### src/rtl/inst_loader_if.sv
// Byte-stream input and instruction-memory write port of the program loader.
interface inst_loader_if #(
  parameter int DATA_WIDTH = 32,
  parameter int ADDR_WIDTH = 32
);
  logic [7:0]            rx_data;
  logic                  rx_valid;
  logic                  rx_ready;
  logic                  we;
  logic [ADDR_WIDTH-1:0] waddr;
  logic [DATA_WIDTH-1:0] wdata;

  modport master (
    input  rx_data, rx_valid,
    output rx_ready, we, waddr, wdata
  );

  modport slave (
    output rx_data, rx_valid,
    input  rx_ready, we, waddr, wdata
  );
endinterface

### src/rtl/inst_loader.sv
// Loads a length-prefixed little-endian program image from a byte stream into
// instruction memory, holding the core in reset until the image is complete.
module inst_loader #(
  parameter int                    DATA_WIDTH = 32,
  parameter int                    ADDR_WIDTH = 32,
  parameter logic [ADDR_WIDTH-1:0] BASE_ADDR  = 32'hBFC00000,
  parameter int unsigned           MAX_WORDS  = 1024
) (
  input  logic              clk,
  input  logic              rst,
  input  logic              start,
  inst_loader_if.master     bus,
  output logic              cpu_rst,
  output logic              done,
  output logic              err
);

  typedef enum logic [2:0] {IDLE, LEN, LOAD, DONE, ERR} state_t;

  state_t                state, state_nxt;
  logic [1:0]            byte_cnt;
  logic [31:0]           len;
  logic [31:0]           word_cnt;
  logic [DATA_WIDTH-1:0] word_buf;
  logic [ADDR_WIDTH-1:0] wptr;

  logic                  accept;
  logic                  last_byte;
  logic                  last_word;
  logic [31:0]           len_full;
  logic [DATA_WIDTH-1:0] word_full;

  assign accept    = bus.rx_valid && bus.rx_ready;
  assign last_byte = accept && (byte_cnt == 2'd3);
  assign len_full  = {bus.rx_data, len[31:8]};
  assign word_full = {bus.rx_data, word_buf[DATA_WIDTH-1:8]};
  assign last_word = (word_cnt + 32'd1) == len;

  always_ff @(posedge clk) begin
    if (rst) state <= IDLE;
    else     state <= state_nxt;
  end

  always_comb begin
    state_nxt = state;
    case (state)
      IDLE: if (start) state_nxt = LEN;
      LEN: begin
        if (last_byte) begin
          if (len_full == 32'd0)           state_nxt = DONE;
          else if (len_full > MAX_WORDS)   state_nxt = ERR;
          else                             state_nxt = LOAD;
        end
      end
      // word_cnt already counts the word being written during the we cycle
      LOAD: if (bus.we && (word_cnt == len)) state_nxt = DONE;
      DONE: if (start) state_nxt = LEN;
      ERR:  if (start) state_nxt = LEN;
      default: state_nxt = IDLE;
    endcase
  end

  always_ff @(posedge clk) begin
    if (rst) begin
      bus.rx_ready <= 1'b0;
      bus.we       <= 1'b0;
      bus.waddr    <= BASE_ADDR;
      bus.wdata    <= '0;
      cpu_rst      <= 1'b1;
      done         <= 1'b0;
      err          <= 1'b0;
      byte_cnt     <= '0;
      word_cnt     <= '0;
      len          <= '0;
      word_buf     <= '0;
      wptr         <= BASE_ADDR;
    end else begin
      bus.we       <= 1'b0;
      // Drop ready together with the final write so no byte is taken past the image.
      bus.rx_ready <= ((state_nxt == LEN) || (state_nxt == LOAD)) &&
                      !((state == LOAD) && last_byte && last_word);
      done         <= (state_nxt == DONE);
      cpu_rst      <= (state_nxt != DONE);
      err          <= (state_nxt == ERR);

      if ((state == IDLE) || ((state_nxt == LEN) && (state != LEN))) begin
        byte_cnt <= '0;
        word_cnt <= '0;
        wptr     <= BASE_ADDR;
      end else if (accept) begin
        byte_cnt <= byte_cnt + 2'd1;
        if (state == LEN) begin
          len <= len_full;
        end else begin
          word_buf <= word_full;
          if (byte_cnt == 2'd3) begin
            bus.we    <= 1'b1;
            bus.wdata <= word_full;
            bus.waddr <= wptr;
            wptr      <= wptr + ADDR_WIDTH'(4);
            word_cnt  <= word_cnt + 32'd1;
          end
        end
      end
    end
  end

endmodule

### src/flat_wrapper.sv
// flat-port wrapper written by rule: the top's interface ports become plain ports
module inst_loader_flat 
#(
  parameter int                    DATA_WIDTH = 32,
  parameter int                    ADDR_WIDTH = 32,
  parameter logic [ADDR_WIDTH-1:0] BASE_ADDR  = 32'hBFC00000,
  parameter int unsigned           MAX_WORDS  = 1024
)
  (clk, rst, start, cpu_rst, done, err, bus_rx_data, bus_rx_valid, bus_rx_ready, bus_we, bus_waddr, bus_wdata);
  inst_loader_if #(.DATA_WIDTH(DATA_WIDTH), .ADDR_WIDTH(ADDR_WIDTH)) bus_i ();
  input  logic clk;
  input  logic rst;
  input  logic start;
  output logic cpu_rst;
  output logic done;
  output logic err;
  input wire logic [$bits(bus_i.rx_data)-1:0] bus_rx_data;
  input wire logic [$bits(bus_i.rx_valid)-1:0] bus_rx_valid;
  output wire logic [$bits(bus_i.rx_ready)-1:0] bus_rx_ready;
  output wire logic [$bits(bus_i.we)-1:0] bus_we;
  output wire logic [$bits(bus_i.waddr)-1:0] bus_waddr;
  output wire logic [$bits(bus_i.wdata)-1:0] bus_wdata;
  assign bus_i.rx_data = bus_rx_data;
  assign bus_i.rx_valid = bus_rx_valid;
  assign bus_rx_ready = bus_i.rx_ready;
  assign bus_we = bus_i.we;
  assign bus_waddr = bus_i.waddr;
  assign bus_wdata = bus_i.wdata;
  inst_loader #(.DATA_WIDTH(DATA_WIDTH), .ADDR_WIDTH(ADDR_WIDTH), .BASE_ADDR(BASE_ADDR), .MAX_WORDS(MAX_WORDS)) u_core (.clk(clk), .rst(rst), .start(start), .bus(bus_i), .cpu_rst(cpu_rst), .done(done), .err(err));
endmodule
### config.mk
export PLATFORM = sky130hd
export DESIGN_NAME = inst_loader_flat
export DESIGN_NICKNAME = d
export VERILOG_FILES = /design/src/rtl/inst_loader_if.sv /design/src/rtl/inst_loader.sv /design/src/flat_wrapper.sv
export SDC_FILE = /design/constraint.sdc
export NUM_CORES = 1
export LEC_CHECK = 0
export BUFFER_PORTS_ARGS = -buffer_cell sky130_fd_sc_hd__buf_2
export CAP_MARGIN = 10
export CORE_ASPECT_RATIO = 0.7
export CORE_UTILIZATION = 50
export DETAILED_ROUTE_END_ITERATION = 10
export MAX_ROUTING_LAYER = met4
export PLACE_DENSITY_LB_ADDON = 0.08
export SYNTH_ARGS = -nofsm -noshare
export SYNTH_HDL_FRONTEND = slang
export SYNTH_SLANG_ARGS = --single-unit
### constraint.sdc
create_clock -name clk -period 3.4 [get_ports clk]
set_input_delay 0.17 -clock clk [delete_from_list [all_inputs] [get_ports clk]]
set_output_delay 0.17 -clock clk [all_outputs]
set_load 0.02 [all_outputs]
==> metrics, run 1 <==
status=completed; cts hold-fix bufs=0; nets=1047; R2R Setup Slk=0.38 ns; post_cts resized=0; post-synthesis cell count=984; via/cell ratio=5.47; die footprint=17900 sq um; router iterations before antenna repair=5; Placed Area=9170 sq um; Setup Fix Bufs, Post-CTS=0; initial drt markers=441; pwr/cell area=447 nW/um^2; most frequent CP cell=or4_1; remaining antenna violation count after routing=0; CP max FO=7; asr flop ratio synth=0%; Total GRT Usage=24.3%; synth unique cells=61; Final Slew Violations=0; Root Buffer=clkbuf_16; global-route wire length before repair=33.7 mm; vias in the first global route=6331; post-placement cell count=1238; Util after Layout=58.8%; fin crit share=88.9%; initial antenna violation count=0; Clock Pin Slew Worst Setup and Hold Paths=0.07 ns; final setup vio count=0; total CTS buffers=17; Slew @ Worst Pin=0.911 ns; Post-Synth Adder-Cell Area=0.433%; synthesized area per cell=8.80 sq um; area of the mapped netlist=8660 sq um; Vias=6951; Die Ht=112 um; Detailed Route WL=20.4 mm; Setup TNS Final=0 ns; fmax=331 MHz; worst clock skew=0.0140 ns; Synth Area in Simple Gates=24.7%; Setup crit start kind=register; sequential share of the synthesized area=43.9%; worst setup slack after layout=0.376 ns; CTS sink count=190; peak supply drop=0.381 mV; gr ovfl total=0; Die Wd=159 um; IO Port Bufs=78; CTS H-Tree Depth=4; initial core utilization=52.1%; Final Instance Area=9780 sq um; LEAKAGE=4.04 nW; Fill cells=1540; Ys Warns=0; Final min period=3.02 ns; unrepaired setup endpoints after global routing=false; CTS tree=done; slowest CP cell=or4_1; final hold viol count=0; CP Buf/Inv Count=0; post-synthesis mux area share=10.4%; pre-CTS WS=0.426 ns; CP required=3.71 ns; GPL Wtd Cong=0.946; Hold Crit Class=input port to register; main flop type after synthesis=dfxtp_1; endpoint class of the critical path=register; WP data arrival=3.34 ns; fin cells=1270; area delta synth->final=12.9%; DP HPWL=14.1 mm; register area=3800 sq um; core area=16600 sq um; WL/cell=16.0 um; share of layout cells above drive strength 1=13.9%; post-synthesis compound-gate area fraction=5.79%; ant diodes=0; num rows=39; Yosys reg bits=190; largest net degree at the start of global routing=92; critical path type=register to register; Post-synth EDFFs=0; CTS max path bufs=2; clock latency at the later pin of the worst-skew pair=0.44 ns; Post-Synth XOR/XNOR Area=10.6%; DRC violations left=0; largest family of logic cells by synthesized area=simple AND/OR/NAND/NOR gates; area of the multi-input gates=4530 sq um; CP top delay family=simple AND/OR/NAND/NOR gates; Max Cap Viol=0; I/O pin count=81; CP Cell Sequence=ha_1, nand3_2, or4_1, a211oi_1, nand4b_1, or4_1, nor4b_1, a31oi_1; Critical Path Max Stage Delay=0.55 ns; Slew HR=38.9%
## metal layers
metal | GRT usage (%) | up-vias | part of all wire [%] | wire length, um
met5 | - | - | 0 | 0
met4 | 5.38 | 0 | 0.75 | 153
met3 | 5.32 | 12 | 6.3 | 1270
met2 | 33.2 | 179 | 41 | 8260
met1 | 36.0 | 3268 | 52 | 10700
li1 | - | 3492 | - | -
## cells in the final DEF, fill, tap and decap left out, drive strengths merged, types with 11 or more instances in the layout
cell | Yosys | layout
clkbuf | 37 | 18
nand3 | 31 | 31
inv | 8 | 15
mux2i | 89 | 89
xor2 | 34 | 34
nor4 | 23 | 23
xnor2 | 71 | 71
nor3 | 71 | 71
dfxtp | 190 | 190
a21oi | 38 | 38
nand2 | 115 | 115
buf | 27 | 92
o21ai | 11 | 11
nand4 | 22 | 22
nor2 | 120 | 120
## final timing paths
| kind | startpoint | to | cells after the start |
|---|---|---|---|
| setup reg to reg | u_core.word_cnt[1]$_SDFFE_PP0P_ | u_core.bus.rx_ready$_SDFF_PP0_ | 8 |
| hold / removal | bus_rx_data[7] | u_core.len[31]$_SDFFE_PP0P_ | 3 |
| setup / recovery | u_core.word_cnt[1]$_SDFFE_PP0P_ | u_core.bus.rx_ready$_SDFF_PP0_ | 8 |
| hold reg to reg | u_core.bus.waddr[31]$_SDFFE_PP1P_ | u_core.bus.waddr[31]$_SDFFE_PP1P_ | 2 |
## flip-flops by register name, summed over array words and instances, names as in the netlist, 2 cells and up
name	cells
u_core.word_buf	24
u_core.byte_cnt	2
u_core.len	32
u_core.bus.wdata	32
u_core.state	3
u_core.wptr	30
u_core.word_cnt	32
u_core.bus.waddr	30
## per-stage QoR
stage	power (W)	hold slack [ns]
3_5_place_dp	0.00240	0.459
5_1_grt	0.00452	0.00616
3_3_place_gp	0.00240	0.454
4_1_cts	0.00441	0.00244
6_report	0.00437	0.0166
2_1_floorplan	0.00236	0.306
## power breakdown
group          internal, W  leakage, nW  total [W]  switching (W)
sequential         0.00223         1.53    0.00223     0.00000575
combinational    0.0000253         2.22   0.000116      0.0000909
clock              0.00107        0.292    0.00202       0.000950
## tightest hold or removal path, delay by kind of cell
family          cells  cell delay (ns)
compound gates      1             0.05
simple gates        1             0.06
buf+inv             1             0.13
## synthesized netlist by cell type (10+ instances only)
cell type    n  area share (%)
a21oi_1     37             2.1
and4_1      10             1.0
buf_2       17            0.98
clkbuf_1    37             1.6
dfxtp_1    190              44
mux2i_1     89              10
nand2_1    115             5.0
nand3_1     28             1.6
nand4_1     22             1.6
nor2_1     120             5.2
nor3_1      68             3.9
nor4_1      22             1.6
o21ai_0     11            0.64
or3_1       10            0.72
xnor2_1     71             7.2
xor2_1      34             3.4
## cell type report
| type | instances | share of cell area (%) |
|---|---|---|
| Tap cell | 225 | 2.88 |
| Multi-Input combinational cell | 722 | 46.4 |
| Sequential cell | 190 | 38.9 |
| Clock buffer | 18 | 4.49 |
| Inverter | 9 | 0.345 |
| Timing Repair Buffer | 92 | 5.26 |
| Clock inverter | 14 | 1.75 |
## logic make-up (layout without fill, tap and decap cells)
group           after synthesis  in the layout
simple gates                441            441
flops                       190            190
xor+xnor                    105            105
mux                          90             90
compound gates               81             81
buf+inv                      73            133
fa+ha+maj                     3              3
other cells                   1              2
Power figures use the tool's default switching activity.
==> inputs of run 2 (changes only) <==
--- a/config.mk
+++ b/config.mk
@@ -10,8 +10,11 @@
 export CORE_ASPECT_RATIO = 0.7
 export CORE_UTILIZATION = 50
 export DETAILED_ROUTE_END_ITERATION = 10
+export GPL_TIMING_DRIVEN = 0
 export MAX_ROUTING_LAYER = met4
 export PLACE_DENSITY_LB_ADDON = 0.08
+export REMOVE_ABC_BUFFERS = 1
+export SETUP_SLACK_MARGIN = 0.3
 export SYNTH_ARGS = -nofsm -noshare
 export SYNTH_HDL_FRONTEND = slang
 export SYNTH_SLANG_ARGS = --single-unit
==> run 2 against run 1 <==
- setup slack better by 0.021 ns
- clock power hardly changed
- clock-buffer cell count is 1 higher
- cell count is 0.16% lower
- largest power group unchanged
- critical path depth is 1 lower
- via count hardly changed
- largest cell class unchanged
- combinational power is 6% higher
- sequential share of layout area is 0.39 points lower
- final area is 1.0% higher
- critical path type unchanged
==> metrics, run 2 (synthesized netlist as in run 1, its figures left out) <==
status=completed (unchanged); CTS H-Tree Depth=4 (unchanged); Critical Path Max Stage Delay=0.96 ns (was 0.55 ns); LEAKAGE=4.07 nW (was 4.04 nW); peak supply drop=0.368 mV (was 0.381 mV); WP data arrival=3.31 ns (was 3.34 ns); Root Buffer=clkbuf_16 (unchanged); gr ovfl total=0 (unchanged); Setup TNS Final=0 ns (unchanged); CP required=3.71 ns (about the same); largest registers=u_core.bus.wdata: 32 flops, u_core.len: 32 flops, u_core.word_cnt: 32 flops (unchanged); Vias=6947 (was 6951); via/cell ratio=5.48 (was 5.47); initial core utilization=52.1% (unchanged); I/O pin count=81 (unchanged); CTS tree=done (unchanged); Placed Area=9230 sq um (was 9170 sq um); final hold viol count=0 (unchanged); r2r endpoint=u_core.bus.rx_ready$_SDFF_PP0_ (unchanged); fmax=333 MHz (was 331 MHz); initial drt markers=563 (was 441); num rows=39 (unchanged); clock latency at the later pin of the worst-skew pair=0.44 ns (about the same); WL/cell=16.1 um (was 16.0 um); Slew HR=28.8% (was 38.9%); most frequent cells in the layout=dfxtp_1, nor2_1, nand2_1 (unchanged); DP HPWL=14.3 mm (was 14.1 mm); Final Slew Violations=0 (unchanged); pre-CTS WS=0.107 ns (was 0.426 ns); post-placement cell count=1232 (was 1238); Die Wd=159 um (unchanged); core area=16600 sq um (unchanged); fin cells=1268 (was 1270); worst clock skew=0.0115 ns (was 0.0140 ns); area delta synth->final=14.0% (was 12.9%); Final Instance Area=9880 sq um (was 9780 sq um); die footprint=17900 sq um (unchanged); Tot Pwr=0.00435 W (was 0.00437 W); hold path startpoint=bus_rx_data[0] (was bus_rx_data[7]); CP Cell Sequence=nand4_1, nor4_1, nand2_1, xor2_1, o21ba_2, nor4b_1, a31oi_1 (was ha_1, nand3_2, or4_1, a211oi_1, nand4b_1, or4_1, nor4b_1, a31oi_1); global-route wire length before repair=33.3 mm (was 33.7 mm); R2R Setup Slk=0.40 ns (was 0.38 ns); Detailed Route WL=20.4 mm (about the same); IO Port Bufs=78 (unchanged); ant diodes=0 (unchanged); GPL Wtd Cong=0.910 (was 0.946); total CTS buffers=17 (unchanged); largest net degree at the start of global routing=111 (was 92); nets=1045 (was 1047); CP max FO=7 (unchanged); initial antenna violation count=0 (unchanged); share of layout cells above drive strength 1=13.9% (about the same); slowest CP cell=nor4_1 (was or4_1); router iterations before antenna repair=4 (was 5); WHS Endpoint=u_core.len[24]$_SDFFE_PP0P_ (was u_core.len[31]$_SDFFE_PP0P_); CTS max path bufs=2 (unchanged); reg2reg start=u_core.word_cnt[12]$_SDFFE_PP0P_ (was u_core.word_cnt[1]$_SDFFE_PP0P_); Final min period=3.00 ns (was 3.02 ns); final setup vio count=0 (unchanged); worst reg2reg path depth=7 (was 8); Max Cap Viol=0 (unchanged); Die Ht=112 um (unchanged); endpoint class of the critical path=register (unchanged); most common cell after layout, fill and taps aside=dfxtp_1 (unchanged); DRC violations left=0 (unchanged); CTS sink count=190 (unchanged); Hold Crit Class=input port to register (unchanged); remaining antenna violation count after routing=0 (unchanged); fin crit share=88.3% (was 88.9%); Clock Pin Slew Worst Setup and Hold Paths=0.07 ns (about the same); critical path type=register to register (unchanged); Total GRT Usage=24.1% (was 24.3%); Setup crit start kind=register (unchanged); unrepaired setup endpoints after global routing=true (was false); pwr/cell area=440 nW/um^2 (was 447 nW/um^2); Worst Hold Depth=3 (unchanged); worst setup slack after layout=0.397 ns (was 0.376 ns); vias in the first global route=6193 (was 6331); Slew @ Worst Pin=1.06 ns (was 0.911 ns)
run 2: how the worst max path moves through the flow:
stage,to,slack [ns],cells past startpoint,startpoint
detailed placement,u_core.bus.wdata[11]$_SDFFE_PP0P_,0.11,10,u_core.word_cnt[3]$_SDFFE_PP0P_
finish,u_core.bus.rx_ready$_SDFF_PP0_,0.40,7,u_core.word_cnt[12]$_SDFFE_PP0P_
floorplan,u_core.bus.waddr[22]$_SDFFE_PP1P_,-2.68,7,u_core.word_cnt[4]$_SDFFE_PP0P_
global route,u_core.bus.rx_ready$_SDFF_PP0_,0.20,7,u_core.word_cnt[12]$_SDFFE_PP0P_
global placement,u_core.bus.wdata[6]$_SDFFE_PP0P_,-4.63,7,u_core.word_cnt[4]$_SDFFE_PP0P_
CTS,u_core.bus.rx_ready$_SDFF_PP0_,0.31,8,u_core.word_cnt[0]$_SDFFE_PP0P_
run 2: stage by stage:
stage          hold slack, ns  utilization [%]
6_report               0.0187             59.4
4_1_cts               0.00685             59.2
3_5_place_dp            0.454             55.5
2_1_floorplan           0.239                -
3_3_place_gp            0.447             54.2
5_1_grt                0.0206             59.4
run 2: worst max-delay path, delay by kind of cell, from the launching register on:
family           cells  cell delay [ns]
flip-flops           1             0.55
AO/OA/AOI/OAI        2             0.33
XOR/XNOR             1             0.21
AND/OR/NAND/NOR      4             1.78
run 2: area by class of cell:
cell class	count	area [sq um]
fill	1468	6760
sequential	190	3800
timing repair buffer	90	612
multi-input combinational	722	4550
clock buffer	19	443
tap	225	282
clock inverter	13	151
inverter	9	33.8
run 2: metal layers:
layer	GRT usage [%]	wire [um]	vias to the layer above
met5	-	0	-
met4	6.22	253	0
met3	6.25	1460	19
met2	32.3	8040	180
met1	35.3	10700	3262
li1	-	-	3486
run 2: where the power goes:
part	switching (W)	total [W]	internal, W
clock network	0.000930	0.00199	0.00106
registers	0.00000682	0.00223	0.00223
logic	0.0000925	0.000123	0.0000307
total	0.00103	0.00435	0.00332
run 2: timing repair:
item	in CTS	in global routing
setup endpoints to repair	17	56
hold endpoints to repair	2	0
pin swaps	1	1
setup buffers	1	1
hold buffers	2	0
resized for setup	0	5
